`config.mk`:
```
export PLATFORM = sky130hd
export DESIGN_NAME = vram_access_arbiter
export DESIGN_NICKNAME = d
export VERILOG_FILES = /design/src/rtl/vram_access_arbiter.sv
export SDC_FILE = /design/constraint.sdc
export NUM_CORES = 1
export LEC_CHECK = 0
export CORE_MARGIN = 2
export CORE_UTILIZATION = 42
export CTS_BUF_LIST = sky130_fd_sc_hd__clkbuf_16
export DETAILED_ROUTE_END_ITERATION = 6
export GPL_ROUTABILITY_DRIVEN = 0
export PLACE_DENSITY = 0.82
export SKIP_LAST_GASP = 1
export SYNTH_ARGS = -nofsm -noshare
export SYNTH_HDL_FRONTEND = slang
export SYNTH_SLANG_ARGS = --single-unit
```
`constraint.sdc`:
```
create_clock -name clk -period 6.88 [get_ports clk]
set_input_delay 1.72 -clock clk [delete_from_list [all_inputs] [get_ports clk]]
set_output_delay 1.72 -clock clk [all_outputs]
set_load 0.02 [all_outputs]
```
`src/rtl/vram_access_arbiter.sv`:
```
// vram_access_arbiter
// Single-port VRAM sequencer shared by the display line fetcher and the
// CPU write path. A horizontal sync pulse starts a fetch of the next visible
// line into the line buffer. A waiting CPU write is given one slot after
// every BURST_LEN reads, so both requesters keep making progress.
//
// state    | meaning
// ---------+----------------------------------------------------------------
// S_IDLE   | no VRAM access; waits for a fetch trigger or a CPU request
// S_FETCH  | one line-fetch read per cycle at base_q + col_q
// S_CPU_WR | one-cycle CPU write; afterwards back to S_FETCH if pending_q
//
// Ports:
//   clk, reset           pixel clock, synchronous active-low reset
//   h_sync_pulse, v_addr fetch trigger and current line from timing gen
//   cpu_req/addr/wdata   CPU write request (held until cpu_ack)
//   cpu_ack              one-cycle pulse, write performed in that cycle
//   mem_en/we/addr/wdata VRAM access port, mem_rdata read data (latency 1)
//   lb_we/waddr/wdata    line buffer write port
//   fetch_busy           a line fetch is in progress
//   fetch_overrun        pulse when a running fetch is aborted by a trigger
module vram_access_arbiter #(
    parameter int H_ACTIVE   = 800,
    parameter int V_ACTIVE   = 600,
    parameter int V_SUM      = 628,
    parameter int ADDR_WIDTH = 19,
    parameter int DATA_WIDTH = 32,
    parameter int BURST_LEN  = 16
) (
    input  logic                  clk,
    input  logic                  reset,
    input  logic                  h_sync_pulse,
    input  logic [9:0]            v_addr,
    input  logic                  cpu_req,
    input  logic [ADDR_WIDTH-1:0] cpu_addr,
    input  logic [DATA_WIDTH-1:0] cpu_wdata,
    output logic                  cpu_ack,
    output logic                  mem_en,
    output logic                  mem_we,
    output logic [ADDR_WIDTH-1:0] mem_addr,
    output logic [DATA_WIDTH-1:0] mem_wdata,
    input  logic [DATA_WIDTH-1:0] mem_rdata,
    output logic                  lb_we,
    output logic [9:0]            lb_waddr,
    output logic [DATA_WIDTH-1:0] lb_wdata,
    output logic                  fetch_busy,
    output logic                  fetch_overrun
);

    localparam logic [1:0] S_IDLE   = 2'd0;
    localparam logic [1:0] S_FETCH  = 2'd1;
    localparam logic [1:0] S_CPU_WR = 2'd2;

    localparam int BW = (BURST_LEN > 1) ? $clog2(BURST_LEN) : 1;
    localparam logic [BW-1:0] BURST_LAST = BW'(BURST_LEN - 1);
    localparam logic [9:0]    COL_LAST   = 10'(H_ACTIVE - 1);
    localparam logic [9:0]    LINE_LAST  = 10'(V_SUM - 1);

    logic [1:0]            state_q, state_d;
    logic [9:0]            col_q, col_d;
    logic [BW-1:0]         burst_q, burst_d;
    logic                  pending_q, pending_d;
    logic [ADDR_WIDTH-1:0] base_q, base_d;
    logic                  rd_vld_q, rd_vld_d;
    logic [9:0]            rd_col_q, rd_col_d;
    logic                  overrun_q, overrun_d;

    logic [10:0]           v_next;
    logic                  trig_valid;
    logic [9:0]            target;
    logic [ADDR_WIDTH-1:0] base_new;
    logic                  busy;

    // Next line to prefetch: wraps from the last blanking line to line 0,
    // and lines that would land in vertical blanking start nothing.
    assign v_next     = {1'b0, v_addr} + 11'd1;
    assign trig_valid = h_sync_pulse &&
                        ((v_addr == LINE_LAST) || (v_next < 11'(V_ACTIVE)));
    assign target     = (v_addr == LINE_LAST) ? 10'd0 : v_next[9:0];
    assign base_new   = ADDR_WIDTH'(target) * ADDR_WIDTH'(H_ACTIVE);

    // Busy also covers CPU slots taken mid-fetch and the trailing lb write.
    assign busy = (state_q == S_FETCH) || pending_q || rd_vld_q;

    always_comb begin
        state_d   = state_q;
        col_d     = col_q;
        burst_d   = burst_q;
        pending_d = 1'b0;
        base_d    = base_q;
        rd_vld_d  = (state_q == S_FETCH);
        rd_col_d  = (state_q == S_FETCH) ? col_q : 10'd0;
        overrun_d = 1'b0;

        case (state_q)
            S_IDLE: begin
                if (cpu_req) state_d = S_CPU_WR;
            end
            S_FETCH: begin
                col_d   = col_q + 10'd1;
                burst_d = (burst_q == BURST_LAST) ? '0 : burst_q + 1'b1;
                if (col_q == COL_LAST) begin
                    state_d = cpu_req ? S_CPU_WR : S_IDLE;
                    col_d   = 10'd0;
                    burst_d = '0;
                end else if ((burst_q == BURST_LAST) && cpu_req) begin
                    state_d   = S_CPU_WR;
                    pending_d = 1'b1;
                end
            end
            S_CPU_WR: begin
                state_d = pending_q ? S_FETCH : S_IDLE;
            end
            default: state_d = S_IDLE;
        endcase

        // A valid trigger overrides everything: the CPU write in this cycle
        // (if any) still completes, and the new line starts next cycle.
        if (trig_valid) begin
            state_d   = S_FETCH;
            pending_d = 1'b0;
            base_d    = base_new;
            col_d     = 10'd0;
            burst_d   = '0;
            overrun_d = busy;
            if (busy) rd_vld_d = 1'b0;
        end
    end

    always_ff @(posedge clk) begin
        if (!reset) begin
            state_q   <= S_IDLE;
            col_q     <= 10'd0;
            burst_q   <= '0;
            pending_q <= 1'b0;
            base_q    <= '0;
            rd_vld_q  <= 1'b0;
            rd_col_q  <= 10'd0;
            overrun_q <= 1'b0;
        end else begin
            state_q   <= state_d;
            col_q     <= col_d;
            burst_q   <= burst_d;
            pending_q <= pending_d;
            base_q    <= base_d;
            rd_vld_q  <= rd_vld_d;
            rd_col_q  <= rd_col_d;
            overrun_q <= overrun_d;
        end
    end

    assign cpu_ack   = (state_q == S_CPU_WR);
    assign mem_en    = (state_q == S_FETCH) || (state_q == S_CPU_WR);
    assign mem_we    = (state_q == S_CPU_WR);
    assign mem_addr  = (state_q == S_CPU_WR) ? cpu_addr :
                       (state_q == S_FETCH)  ? base_q + ADDR_WIDTH'(col_q) : '0;
    assign mem_wdata = (state_q == S_CPU_WR) ? cpu_wdata : '0;

    assign lb_we         = rd_vld_q;
    assign lb_waddr      = rd_col_q;
    assign lb_wdata      = rd_vld_q ? mem_rdata : '0;
    assign fetch_busy    = busy;
    assign fetch_overrun = overrun_q;

endmodule
```
==> flow_summary.yaml, run 1 <==
clock_network:
  post_cts_buffers: 0
  cts_tree: "built"
  cts_num_sinks: 43
  cts_buffer_depth: 2
  cts-resized-gates: 0
  insertion_delay_ns: 0.28
  htree_levels: 2
  cts-root-buf: "clkbuf_16"
  holdBufCountCts: 0
  cts_made_buffers: 5
  clkTransAtPathRegs_ns: 0.06
worst_hold_path:
  hold_class: "reg2reg"
  hold_end: "base_q[16]"
  hold_depth: 2
  hp-start: "base_q[16]"
critical_path:
  crit_chain: "clkdlybuf4s50_1 -> ha_1 -> or4b_4 -> nor4_4 -> or2_2 -> inv_1 -> ha_1 -> ha_1 -> inv_1 -> fa_1 -> inv_1 -> ha_1 -> and2_1 -> and4_1 -> a311o_1 -> o21ai_0 -> nand3_1 -> a41o_1"
  path_max_fanout: 6
  critPathCaptureType: "register"
  cp.required_ns: 7.06
  reg2reg_to: "state_q[0]"
  setup.worst_path.start_class: "primary input"
  r2r_start: "col_q[8]"
  crit_type: "in2reg"
  crit_top_cell: "ha_1"
  arrival_ns: 6.48
  cpMaxStageDelayCell: "clkdlybuf4s50_1"
  timing.reg2reg.setup_slack_ns: 4.82
  max_stage_delay_ns: 0.58
  rr_worst_depth: 6
route:
  ant_nets: 0
  vias: 4190
  drcViolationCount: 0
  drtIter0Drc: 195
  viasPerCell: 5.12
  wirelength_mm: 12.4
  wl_per_cell_um: 15.2
  dr.pass1.iters: 4
synthesis:
  ys_seq_elements: 43
  synth_flop_cell: "dfxtp_1"
  syn_area_per_cell_um2: 7.88
  yosys_warnings: 0
  ys_types: 60
  syn_area_um2: 4030
  syn_nets: 657
  synth_cells: 512
  async_flop_share_pct: 0
  yosysSeqAreaShare_pct: 21.3
  synth_edf_count: 0
layout:
  layout_common_cells: "195 x clkdlybuf4s50_1, 67 x and2_1, 65 x nand2_1"
  final_net_count: 834
  final_layout_size_suffix_gt1_share_pct: 3.48
  fillers: 792
  area_growth_syn_to_layout_pct: 53.2
  post-route-util_pct: 66.6
  antenna_cells: 0
  final_common_cell: "clkdlybuf4s50_1"
power:
  seq_power_share_pct: 28.4
  switching_share_pct: 36.8
  power_frac_clock_pct: 23.7
  ir_drop_uv: 104
  p_leak_nw: 2.52
  power_density_nw_per_um2: 162
  p_comb_share_pct: 47.9
  p_switching_w: 0.000368
  internal_power_w: 0.000631
timing:
  tightest_slew_ns: 1.00
  setup_tns_ns: 0
  min_period_over_period_pct: 91.6
  max_freq_ghz: 0.159
  finalSetupViolCount: 0
  fin_crit_ns: 6.30
  finClkSkew_ns: 0.00301
  hold_viol_final: 0
  slew_viol_final: 0
  maxSlewHeadroom_pct: 33.3
  rsz0062_at_grt: "no"
floorplanning:
  start_util_pct: 43.5
  coreArea_um2: 9280
  ios: 196
  dieArea_um2: 10400
  die_h_um: 102
  die_w_um: 102
  fp-row-count: 35
global_routing:
  grt_antenna_before_repair: 0
  grtUsageTotal_pct: 22.7
  grt_overflow: 0
  grt_max_degree: 69
  grt_first_pass_wirelength_mm: 18.7
  grt_pass1_vias: 3964
run:
  cap_viol_max_count: 0
run_status:
  status: "finished clean"
place:
  dpl.hpwl_mm: 10.0
  portBuffers: 195
==> kinds of logic (layout without fill, tap and decap cells) <==
| kind of cell | after synthesis | after routing | synth area share (%) |
|---|---|---|---|
| buffers and inverters | 62 | 240 | 6.54 |
| XOR/XNOR | 39 | 39 | 8.47 |
| flip-flops | 43 | 43 | 21.3 |
| AND/OR/NAND/NOR | 235 | 235 | 32.1 |
| AO/OA/AOI/OAI | 77 | 77 | 13.6 |
| multiplexers | 8 | 8 | 1.99 |
| adder cells (fa/ha/maj) | 48 | 48 | 16.0 |
==> Yosys cell counts (6+ instances only) <==
cell type	count	share of area (%)
o31ai_1	7	1.3
clkbuf_1	20	1.9
xnor2_1	24	5.2
o21ai_0	21	2.6
nand3_1	19	2.4
xor2_1	15	3.3
nor2_1	23	2.1
and2_1	67	10
dfxtp_1	43	21
mux2i_1	8	2.0
nand2_1	65	6.0
nor3_1	9	1.1
a21oi_1	17	2.1
and3_1	18	2.8
fa_1	6	3.0
nand4_1	11	1.7
ha_1	42	13
inv_1	35	3.3
==> final cells by class <==
| type | instances | area [um^2] | share of cell area, % |
|---|---|---|---|
| sequential | 43 | 861 | 13.9 |
| tap | 129 | 161 | 2.61 |
| clock buffer | 5 | 125 | 2.02 |
| multi-input combinational | 407 | 2910 | 47.1 |
| clock inverter | 3 | 23.8 | 0.385 |
| timing repair buffer | 197 | 1970 | 31.8 |
| inverter | 35 | 131 | 2.13 |
==> metal layers <==
metal | vias to the layer above | share of wire (%) | track usage (%)
li1 | 2101 | - | -
met1 | 1925 | 40 | 25.8
met2 | 148 | 51 | 43.0
met3 | 16 | 7.6 | 4.72
met4 | 0 | 1.5 | 5.44
met5 | - | 0 | 0
==> critical path, delay by kind of cell <==
| kind | cells | cell delay (ns) |
|---|---|---|
| fa+ha+maj | 5 | 1.72 |
| simple gates | 6 | 1.57 |
| buf+inv | 4 | 0.73 |
| compound gates | 3 | 0.73 |
==> sequential cells by signal, indices dropped and copies added (netlist names) <==
| signal | flops |
|---|---|
| base_q | 14 |
| col_q | 10 |
| lb_waddr | 10 |
| burst_q | 4 |
| state_q | 2 |
| fetch_overrun | 1 |
| lb_we | 1 |
| pending_q | 1 |
==> worst max path at each step <==
stage                    from    endpoint  slack (ns)  cells past startpoint
floorplan           v_addr[0]  base_q[18]        1.16                     17
global route        v_addr[0]  base_q[18]        0.34                     18
detailed placement  v_addr[0]  base_q[18]        0.28                     18
finish              v_addr[0]  base_q[18]        0.58                     18
global placement    v_addr[0]  base_q[18]        0.41                     18
CTS                 v_addr[0]  base_q[18]        0.57                     18
==> power groups by stage <==
stage | clock network [W] | logic (W) | registers, W
floorplan | 0 | 0.000303 | 0.000284
global placement | 0 | 0.000462 | 0.000288
detailed placement | 0 | 0.000475 | 0.000289
CTS | 0.000239 | 0.000478 | 0.000283
global route | 0.000250 | 0.000524 | 0.000286
finish | 0.000237 | 0.000478 | 0.000283
==> per-stage QoR <==
stage               hold slack (ns)  total power [W]  std cells  worst slack, ns  area [um^2]
CTS                           0.476          0.00100        819            0.572         6180
global placement              0.451         0.000749        811            0.409         6030
floorplan                     0.438         0.000587        512             1.16         4030
global route                  0.496          0.00106        819            0.336         6180
detailed placement            0.469         0.000763        811            0.280         6030
finish                        0.475         0.000998        819            0.579         6180
No activity file was read; power rests on OpenSTA's default activity.
==> inputs of run 2 (changes only) <==
TNS_END_PERCENT = 20   (was unset)
clock period = 6.4 ns   (was 6.88 ns; I/O delays follow)
==> run 2 against run 1 <==
Via count about the same. Total power increased by 11%. Non-clock buffer count increased by 4. Die area unchanged. Utilization increased by 0.54 points. Final cell count increased by 0.49%. Critical path depth unchanged. Hold slack improved by 0.0019 ns. Critical path type unchanged.
==> flow_summary.yaml, run 2 (synthesis gave the netlist of run 1 again) <==
clock_network:
  cts_tree: "built"
  cts_buffer_depth: 2
  clkTransAtPathRegs_ns: 0.06
  holdBufCountCts: 0
  cts-root-buf: "clkbuf_16"
  cts-resized-gates: 0
  htree_levels: 2
  post_cts_buffers: 0
  insertion_delay_ns: 0.28
  cts_num_sinks: 43
  cts_made_buffers: 5
power:
  power_frac_clock_pct: 25.6
  p_leak_nw: 2.56
  p_switching_w: 0.000390
  p_comb_share_pct: 47.0
  internal_power_w: 0.000721
  ir_drop_uv: 108
  seq_power_share_pct: 27.5
  switching_share_pct: 35.1
  power_density_nw_per_um2: 178
  power_w: 0.00111
floorplanning:
  ios: 196
  fp-row-count: 35
  coreArea_um2: 9280
  die_w_um: 102
  start_util_pct: 43.5
  dieArea_um2: 10400
  die_h_um: 102
timing:
  slew_viol_final: 0
  rsz0062_at_grt: "no"
  finalSetupViolCount: 0
  tightest_slew_ns: 0.981
  fin_crit_ns: 6.09
  finClkSkew_ns: 0.00554
  maxSlewHeadroom_pct: 34.6
  min_period_over_period_pct: 95.1
  setup_tns_ns: 0
  hold_viol_final: 0
  max_freq_ghz: 0.164
place:
  portBuffers: 195
  dpl.hpwl_mm: 9.96
layout:
  regMostFlops: "base_q"
  final_common_cell: "clkdlybuf4s50_1"
  layout_common_cells: "195 x clkdlybuf4s50_1, 67 x and2_1, 65 x nand2_1"
  final_net_count: 838
  area_growth_syn_to_layout_pct: 54.5
  final_layout_size_suffix_gt1_share_pct: 4.03
  largest_reg_flops: 14
  antenna_cells: 0
critical_path:
  arrival_ns: 6.26
  cp.required_ns: 6.57
  setup.worst_path.start_class: "primary input"
  cpMaxStageDelayCell: "clkdlybuf4s50_1"
  crit_chain: "clkdlybuf4s50_1 -> ha_1 -> or4b_4 -> nor4_4 -> or2_2 -> inv_1 -> ha_1 -> ha_1 -> inv_1 -> fa_1 -> inv_1 -> ha_1 -> and2_1 -> and4_1 -> a311o_1 -> o21ai_0 -> nand3_1 -> a41o_1"
  max_stage_delay_ns: 0.56
  critPathCaptureType: "register"
  crit_top_cell: "ha_1"
  path_max_fanout: 6
  timing.reg2reg.setup_slack_ns: 4.41
  crit_type: "in2reg"
route:
  met2_length_mm: 5.82
  drcViolationCount: 0
  viasPerCell: 5.09
  dr.pass1.iters: 5
  vias: 4187
  wl_per_cell_um: 15.0
  ant_nets: 0
  met1_length_mm: 5.08
  drtIter0Drc: 220
  met3_length_um: 977
  wirelength_mm: 12.4
  top_layer_used: "met4"
run:
  cap_viol_max_count: 0
global_routing:
  grt_antenna_before_repair: 0
  grt_overflow: 0
  grtUsageTotal_pct: 23.0
  grt_first_pass_wirelength_mm: 19.1
  grt_max_degree: 69
  grt_pass1_vias: 3970
run_status:
  status: "finished clean"
worst_hold_path:
  hold_class: "reg2reg"
run 2: cell types whose count changed in the layout (fill, tap and decap cells not counted), sizes merged:
cell,change
inv,-1
clkinvlp,-2
bufinv,+1
buf,+4
clkinv,+2
run 2: path summary, 6_finish.rpt:
path / start / depth (start not counted) / to
max: v_addr[1] / 18 / base_q[18]
min: base_q[9] / 2 / base_q[9]
max reg2reg: col_q[8] / 6 / state_q[0]
min reg2reg: base_q[9] / 2 / base_q[9]
run 2: layout make-up:
type | instances | area (um^2)
fillers | 743 | 3050
clock inverters | 3 | 43.8
repair buffers | 201 | 2000
well taps | 129 | 161
multi-input cells | 407 | 2910
clock buffers | 5 | 125
flip-flops and latches | 43 | 861
inverters | 35 | 131
run 2: per-layer routing:
metal	vias up	GRT usage, %
li1	2108	-
met3	21	5.34
met5	-	0
met2	160	39.2
met1	1898	27.4
met4	0	11.1
run 2: worst max-delay path: cells and delay by family:
kind / cells / cell delay, ns
buffers and inverters: 4 / 0.72
and+or+nand+nor: 6 / 1.57
AOI/OAI and AO/OA: 3 / 0.77
adders and majority gates: 5 / 1.60
run 2: per-stage QoR:
step | util, % | cell area [um^2] | std cells | hold WS [ns] | setup slack, ns
finish | 67.1 | 6230 | 823 | 0.477 | 0.312
global route | 67.1 | 6230 | 823 | 0.497 | 0.109
CTS | 67.1 | 6230 | 823 | 0.477 | 0.321
detailed placement | 65.3 | 6060 | 815 | 0.462 | 0.0377
global placement | 65.3 | 6060 | 815 | 0.452 | 0.255
floorplan | - | 4030 | 512 | 0.438 | 0.804
run 2: power groups by stage:
stage | Combinational [W] | Clock (W) | Sequential [W]
floorplan | 0.000325 | 0 | 0.000305
global placement | 0.000501 | 0 | 0.000309
detailed placement | 0.000516 | 0 | 0.000311
CTS | 0.000520 | 0.000288 | 0.000305
global route | 0.000572 | 0.000301 | 0.000308
finish | 0.000522 | 0.000284 | 0.000305
==> inputs of run 3 (changes only) <==
CORE_UTILIZATION = 40   (was 42)
PLACE_DENSITY = 0.78   (was 0.82)
==> run 3 against run 2 <==
Cell area shrank 0.24%. Final cell count grew 0.49%. Via count shrank 0.67%. Clock skew shrank 0.0036 ns. Clock power shrank 11%. Hold slack lost 0.0071 ns. Sequential power is essentially flat. First-iteration DRC count shrank 27%. Register-to-register slack lost 0.02 ns. Critical endpoint unchanged. Largest power group unchanged. Highest routed layer unchanged.
==> flow_summary.yaml, run 3 (synthesis gave the netlist of run 1 again) <==
floorplanning:
  start_util_pct: 41.3
  dieArea_um2: 10900
  ios: 196
  die_w_um: 104
  die_h_um: 104
  fp-row-count: 36
  coreArea_um2: 9770
route:
  ant_nets: 0
  vias: 4159
  drtIter0Drc: 161
  dr.pass1.iters: 4
  drcViolationCount: 0
  wl_per_cell_um: 14.7
  wirelength_mm: 12.2
  viasPerCell: 5.03
power:
  power_w: 0.00108
  seq_power_share_pct: 28.3
  ir_drop_uv: 87.2
  internal_power_w: 0.000682
  p_leak_nw: 2.54
  p_comb_share_pct: 48.1
  power_density_nw_per_um2: 173
  power_frac_clock_pct: 23.6
  p_switching_w: 0.000394
  switching_share_pct: 36.6
global_routing:
  grt_overflow: 0
  grt_first_pass_wirelength_mm: 19.1
  grt_antenna_before_repair: 0
  grt_max_degree: 69
  grt_pass1_vias: 3960
  grtUsageTotal_pct: 21.4
clock_network:
  cts_num_sinks: 43
  post_cts_buffers: 0
  clkTransAtPathRegs_ns: 0.06
  holdBufCountCts: 0
  cts_buffer_depth: 2
  cts-resized-gates: 0
  htree_levels: 2
  cts-root-buf: "clkbuf_16"
  insertion_delay_ns: 0.28
  cts_made_buffers: 5
  cts_tree: "built"
timing:
  fin_crit_ns: 5.97
  fin_ws_ns: 0.425
  max_freq_ghz: 0.167
  hold_viol_final: 0
  finClkSkew_ns: 0.00192
  slew_viol_final: 0
  setup_tns_ns: 0
  finalSetupViolCount: 0
  rsz0062_at_grt: "no"
  min_period_over_period_pct: 93.4
  maxSlewHeadroom_pct: 35.4
  tightest_slew_ns: 0.969
worst_hold_path:
  hold_class: "reg2reg"
  hold_depth: 2
  hold_end: "base_q[8]"
  hp-start: "base_q[8]"
critical_path:
  cp.required_ns: 6.58
  path_max_fanout: 6
  r2r_start: "col_q[8]"
  max_stage_delay_ns: 0.55
  rr_worst_depth: 6
  crit_family: "adder cells"
  critPathCaptureType: "register"
  crit_top_cell: "ha_1"
  arrival_ns: 6.15
  crit_type: "in2reg"
  cpMaxStageDelayCell: "clkdlybuf4s50_1"
  timing.reg2reg.setup_slack_ns: 4.39
  reg2reg_to: "state_q[0]"
  path_buf_inv: 4
  crit_chain: "clkdlybuf4s50_1 -> ha_1 -> or4b_4 -> nor4_4 -> or2_2 -> inv_1 -> ha_1 -> ha_1 -> inv_1 -> fa_1 -> inv_1 -> ha_1 -> and2_1 -> and4_1 -> a311o_1 -> o21ai_0 -> nand3_1 -> a41o_1"
  setup.worst_path.start_class: "primary input"
run:
  cap_viol_max_count: 0
layout:
  final_layout_size_suffix_gt1_share_pct: 4.03
  regMostFlops: "base_q"
  final_common_cell: "clkdlybuf4s50_1"
  area_growth_syn_to_layout_pct: 54.1
  layout_common_cells: "195 x clkdlybuf4s50_1, 67 x and2_1, 65 x nand2_1"
  antenna_cells: 0
  fin_cells: 827
  fillers: 843
  largest_reg_flops: 14
  final_net_count: 838
place:
  portBuffers: 195
  dpl.hpwl_mm: 9.98
  pre_cts_slack_ns: 0.135
  dp.cells: 819
run_status:
  status: "finished clean"
run 3: cell types whose count changed in the layout (fill, tap and decap cells not counted):
cell        delta
bufinv_16      -1
clkinv_2       -1
clkinv_4       -1
clkinvlp_4     +2
inv_6          +1
run 3: cell type report:
type                    count  area (um^2)  share of cell area (%)
inverters                  35          131                    2.11
well taps                 133          166                    2.68
multi-input cells         407         2910                    46.8
clock buffers               5          125                    2.01
repair buffers            201         2000                    32.1
clock inverters             3         23.8                   0.382
flip-flops and latches     43          861                    13.8
run 3: stage by stage:
stage                     util [%]  hold WS (ns)  cell area, um^2
after global routing          63.6         0.493             6220
after floorplan                  -         0.438             4030
after global placement        62.1         0.452             6070
final                         63.6         0.470             6220
after CTS                     63.6         0.473             6220
after detailed placement      62.1         0.464             6070
run 3: worst reg2reg max path: stages, from the launching register on:
cell,delay (ns)
dfxtp_1,0.41
nor4bb_1,0.40
nand3_1,0.33
nand2_1,0.23
a22o_1,0.22
nor2_1,0.06
o31a_1,0.26
run 3: layer usage:
| metal | track usage, % | wire (um) | vias to the layer above |
|---|---|---|---|
| li1 | - | - | 2108 |
| met1 | 23.9 | 5020 | 1873 |
| met2 | 39.0 | 5890 | 162 |
| met3 | 5.26 | 930 | 16 |
| met4 | 7.72 | 316 | 0 |
| met5 | 0 | 0 | - |
run 3: how the worst max path moves through the flow:
stage	from	to	slack, ns	cells after the start
6_report	v_addr[1]	base_q[18]	0.43	18
5_1_grt	v_addr[1]	base_q[18]	0.18	17
4_1_cts	v_addr[1]	base_q[18]	0.42	18
3_5_place_dp	v_addr[1]	base_q[18]	0.14	18
3_3_place_gp	v_addr[1]	base_q[18]	0.25	18
2_1_floorplan	v_addr[0]	base_q[18]	0.80	17
run 3: power by group through the flow:
stage / logic [W] / registers (W) / clock network (W)
floorplan: 0.000325 / 0.000305 / 0
global placement: 0.000503 / 0.000309 / 0
detailed placement: 0.000515 / 0.000311 / 0
CTS: 0.000519 / 0.000305 / 0.000258
global route: 0.000568 / 0.000307 / 0.000268
finish: 0.000518 / 0.000305 / 0.000254
